**config.mk**
```make
export PLATFORM = sky130hd
export DESIGN_NAME = seq_mul16
export DESIGN_NICKNAME = d
export VERILOG_FILES = /design/src/rtl/seq_mul16.sv
export SDC_FILE = /design/constraint.sdc
export NUM_CORES = 1
export LEC_CHECK = 0
export ABC_AREA = 1
export ABC_CLOCK_PERIOD_IN_PS = 13200
export CORE_AREA = 2 2 87 89
export CTS_CLUSTER_SIZE = 30
export DETAILED_ROUTE_END_ITERATION = 6
export DIE_AREA = 0 0 89 91
export PLACE_DENSITY = 0.9
export SYNTH_ARGS = -nofsm -noshare
export SYNTH_HDL_FRONTEND = slang
export SYNTH_SLANG_ARGS = --single-unit
```
**constraint.sdc**
```tcl
create_clock -name clk -period 13.2 [get_ports clk]
set_input_delay 2.64 -clock clk [delete_from_list [all_inputs] [get_ports clk]]
set_output_delay 2.64 -clock clk [all_outputs]
set_load 0.01 [all_outputs]
```
**src/rtl/seq_mul16.sv**
```systemverilog
// Sequential 16x16 shift-and-add multiplier driving an internal FA16 ripple adder.
// Define SEQ_MUL16_SIGNED_MUL_EN for two's-complement operands (adds the FIX state).

module fa1 (
   input  logic x,
   input  logic y,
   input  logic ci,
   output logic s,
   output logic co
);
   assign s  = x ^ y ^ ci;
   assign co = (x & y) | (ci & (x ^ y));
endmodule

module fa16 (
   input  logic [15:0] a,
   input  logic [15:0] b,
   input  logic        cin,
   output logic [15:0] s,
   output logic        cout
);
   logic [16:0] c;

   assign c[0] = cin;
   fa1 u_bit [15:0] (.x(a), .y(b), .ci(c[15:0]), .s(s), .co(c[16:1]));
   assign cout = c[16];
endmodule

module seq_mul16 (
   input  logic        clk,
   input  logic        rst,
   input  logic        start,
   input  logic [15:0] a,
   input  logic [15:0] b,
   output logic        busy,
   output logic        done,
   output logic [31:0] product,
   output logic        ovf
);
   typedef enum logic [1:0] {
      IDLE,
      CALC,
`ifdef SEQ_MUL16_SIGNED_MUL_EN
      FIX,
`endif
      DONE
   } state_t;

   state_t      state;
   logic [15:0] mcand, hi, lo;
   logic [3:0]  cnt;
   logic [15:0] s;
   logic        cout;
   logic [31:0] acc_nxt;

   fa16 u_fa16 (.a(hi), .b(mcand), .cin(1'b0), .s(s), .cout(cout));

   // One shift-and-add step: the adder carry becomes the new top bit.
   assign acc_nxt = lo[0] ? {cout, s, lo[15:1]} : {1'b0, hi, lo[15:1]};

`ifdef SEQ_MUL16_SIGNED_MUL_EN
   logic        sign;
   logic [15:0] a_mag, b_mag;
   logic [31:0] res_nxt;
   logic        ovf_nxt;

   // Negating 16'h8000 wraps back to 16'h8000, which reads correctly as unsigned 32768.
   assign a_mag   = a[15] ? (~a + 16'd1) : a;
   assign b_mag   = b[15] ? (~b + 16'd1) : b;
   assign res_nxt = sign ? (~{hi, lo} + 32'd1) : {hi, lo};
   assign ovf_nxt = !((&res_nxt[31:15]) || !(|res_nxt[31:15]));
`endif

   always_ff @(posedge clk) begin
      if (rst) begin
         state   <= IDLE;
         busy    <= 1'b0;
         done    <= 1'b0;
         product <= 32'h0;
         ovf     <= 1'b0;
         cnt     <= 4'd0;
         hi      <= 16'h0;
         lo      <= 16'h0;
         mcand   <= 16'h0;
`ifdef SEQ_MUL16_SIGNED_MUL_EN
         sign    <= 1'b0;
`endif
      end else begin
         done <= 1'b0;
         case (state)
            IDLE: begin
               if (start) begin
`ifdef SEQ_MUL16_SIGNED_MUL_EN
                  mcand <= a_mag;
                  lo    <= b_mag;
                  sign  <= a[15] ^ b[15];
`else
                  mcand <= a;
                  lo    <= b;
`endif
                  hi    <= 16'h0;
                  cnt   <= 4'd0;
                  busy  <= 1'b1;
                  state <= CALC;
               end
            end
            CALC: begin
               {hi, lo} <= acc_nxt;
               cnt      <= cnt + 4'd1;
               if (cnt == 4'd15) begin
`ifdef SEQ_MUL16_SIGNED_MUL_EN
                  state <= FIX;
`else
                  // Result registered here so done and product appear together next cycle.
                  product <= acc_nxt;
                  ovf     <= |acc_nxt[31:16];
                  done    <= 1'b1;
                  state   <= DONE;
`endif
               end
            end
`ifdef SEQ_MUL16_SIGNED_MUL_EN
            FIX: begin
               {hi, lo} <= res_nxt;
               product  <= res_nxt;
               ovf      <= ovf_nxt;
               done     <= 1'b1;
               state    <= DONE;
            end
`endif
            DONE: begin
               busy  <= 1'b0;
               state <= IDLE;
            end
            default: state <= IDLE;
         endcase
      end
   end
endmodule

```
==> summary.md <==
| Metric | Value |
|---|---|
| Die Area | `8100 µm²` |
| Critical path's slowest cell | `fa_1` |
| Post-Synth Simple-Gate Area | `0.189` |
| Status | `finished clean` |
| Worst hold margin | `0.479 ns` |
| First-pass GRT wire length | `14,700 µm` |
| Clock-pin slew on the worst setup and hold paths | `0.10 ns` |
| Final period util | `0.562` |
| Area share of the largest cell type after synthesis | `0.462` |
| Slew Limit Headroom | `0.303` |
| Synthesized instance count | `between 400 and 500` |
| GRT overflow | `0` |
| Final WL | `around 9000 µm` |
| Synthesized area per cell | `8.27 µm²` |
| Fraction of layout cells with a size suffix above 1 | `0.0668` |
| Largest cells by area after synthesis | `dfxtp_1 46%, fa_1 7.8%, nand2_1 7.1%, o21ai_1 6.0%, nand3_1 5.6%` |
| Min-delay worst type | `register to register` |
| Worst-margin pin slew | `1.05 ns` |
| Routability-driven placement congestion ratio | `a little over 0.8` |
| F_max | `0.135 GHz` |
| PortBufs | `69` |
| Hold Path Stages | `2` |
| Vias per inst | `5.39` |
| Chip width | `89 µm` |
| Cts bufs inserted | `9` |
| CTS tree | `done` |
| RSZ-0062 raised after global routing | `false` |
| DR vias | `around 3.4k` |
| # DRC | `0` |
| Critical path launch point type | `register` |
| Hold-fix buffers at CTS | `0` |
| Ports | `70` |
| CP required | `13.47 ns` |
| Worst hold start | `product[16]` |
| Worst Skew | `0.0155 ns` |
| Synth Area in Compound Gates | `0.162` |
| Top cell type by total area after synthesis | `dfxtp_1` |
| Area of the core | `7140 µm²` |
| Synth Net Count | `519` |
| Fin nets | `between 500 and 600` |
| Num Clock Sinks | `89` |
| Endpoint, Worst Hold | `product[16]` |
| Row Count | `31` |
| CTS H-tree lvls | `3` |
| Yosys warnings | `0` |
| Mapped Area | `3860 µm²` |
| DRT Pass-1 Iters | `5` |
| Netlist cell types | `26` |
| Most common cell after layout, fill and taps aside | `dfxtp_1` |
| GRT Total Usage | `0.233` |
| Post-Synth XOR/XNOR Area | `0` |
| Largest family of logic cells by synthesized area | `simple AND/OR/NAND/NOR gates` |
| Clk root buf | `clkbuf_8` |
| Total Neg Setup Slack | `0 ns` |
| Final Hold Vio Count | `0` |
| Leakage power | `1.83 nW` |
| WS Path Type | `register to register` |
| Antenna cell count | `0` |
| Crit path DAT | `7.69 ns` |
| Die height | `91 µm` |
| Reg2reg path depth | `28` |
| CTS Buffer Depth | `2` |
| Synthesized flop and latch total | `89` |
| Worst skew pair latency | `0.37 ns` |
| Vias in the first global route | `3,253` |
| Initial Util | `0.541` |
| Post-cts resize count | `0` |
| Initial DRC Count | `224` |
| Mux share of post-synthesis cell area | `0` |
| Commonest cells after routing, fill and taps aside | `89 x dfxtp_1, 73 x nand2_1, 69 x clkdlybuf4s50_1` |
| R2R Path Start | `hi[0]` |
| Average wire per standard cell | `approximately 15 µm` |
| Flop-to-flop setup slack | `between 5 and 6 ns` |
| Worst Path Max Fanout | `3` |
| Pwr dens | `~120 nW/µm²` |
| DP HPWL | `6050 µm` |
| Seq/Total Area, Yosys | `0.462` |
| Largest net degree at the start of global routing | `69` |
| RR Endpoint | `ovf` |
| Max rail drop VDD | `111 µV` |
| Max-Cap Viols | `0` |
| Synthesis-to-layout area growth | `22.9%` |
| Post-layout min period | `7.41 ns` |
| Initial antenna violation count | `0` |
| CP most frequent cell | `fa_1` |
| # setup viols final | `0` |
| Synth Area in Adders | `0.0843` |
| Slew Limit Fails | `0` |
| Final ANT Viol Nets | `0` |
| Post-CTS Setup Inserts | `0` |
| Worst path max stage delay | `0.48 ns` |
| Critical Path End Type | `register` |
## layout make-up
class	count	area, µm²
Clock buffer	9	124
Clock inverter	7	124
Fill cell	585	2390
Inverter	56	210
Multi-Input combinational cell	293	1680
Sequential cell	89	1780
Tap cell	99	124
Timing Repair Buffer	70	698
## stage by stage
| stage | instance area [µm²] | setup WS [ns] | utilization | instances | power (mW) |
|---|---|---|---|---|---|
| after CTS | 4740 | 5.76 | 0.664 | 623 | 0.592 |
| final | 4740 | 5.79 | 0.664 | 623 | 0.592 |
| after global placement | 4490 | 6.04 | 0.630 | 607 | 0.362 |
| after detailed placement | 4490 | 5.78 | 0.630 | 607 | 0.365 |
| after global routing | 4740 | 5.42 | 0.664 | 623 | 0.614 |
| after floorplan | 3860 | 6.22 | - | 467 | 0.345 |
## worst max-delay path: cells and delay by family, from the launching register on
family        cells  cell delay (ns)
buf+inv           6             0.42
fa+ha+maj        16             6.02
flops             1             0.33
simple gates      6             0.58
## cells by family (layout without fill, tap and decap cells)
family,after synthesis,after routing
buf+inv,85,142
compound gates,112,112
flops,89,89
simple gates,164,164
fa+ha+maj,17,17
## power by group
group	leakage (nW)	switching (mW)	internal [mW]	total [mW]
Sequential	0.726	0.00983	0.280	0.290
Combinational	0.975	0.0430	0.0277	0.0707
Clock	0.126	0.104	0.128	0.232
Total	1.83	0.156	0.436	0.592
## synthesized netlist by cell type (all sizes together)
master  instances
buf            24
nor2           35
o211ai          1
dfxtp          89
or2             7
clkbuf          4
ha              2
nand4           2
o21ai          55
a21oi          41
inv            56
nand2          77
nand3          43
fa             15
bufbuf          1
o221ai         15
## worst max path at each step
stage	startpoint	end	slack, ns	cells past startpoint
detailed placement	hi[0]	ovf	5.78	28
global route	hi[0]	ovf	5.42	28
floorplan	hi[0]	ovf	6.22	28
finish	hi[0]	ovf	5.79	28
CTS	hi[0]	ovf	5.76	28
global placement	hi[0]	ovf	6.04	28
## layer usage
metal,track usage,vias up,wire length (µm)
li1,-,1630,-
met1,0.286,1554,3580
met2,0.381,140,4600
met3,0.0409,33,511
met4,0.132,0,390
met5,0,-,0
## flip-flops by register name, indices dropped and copies added, names as in the netlist
register  flops
cnt           4
done          1
hi           16
lo           16
mcand        16
busy          1
product      32
ovf           1
state         2
Note: power is estimated with default switching activity, not from simulation.
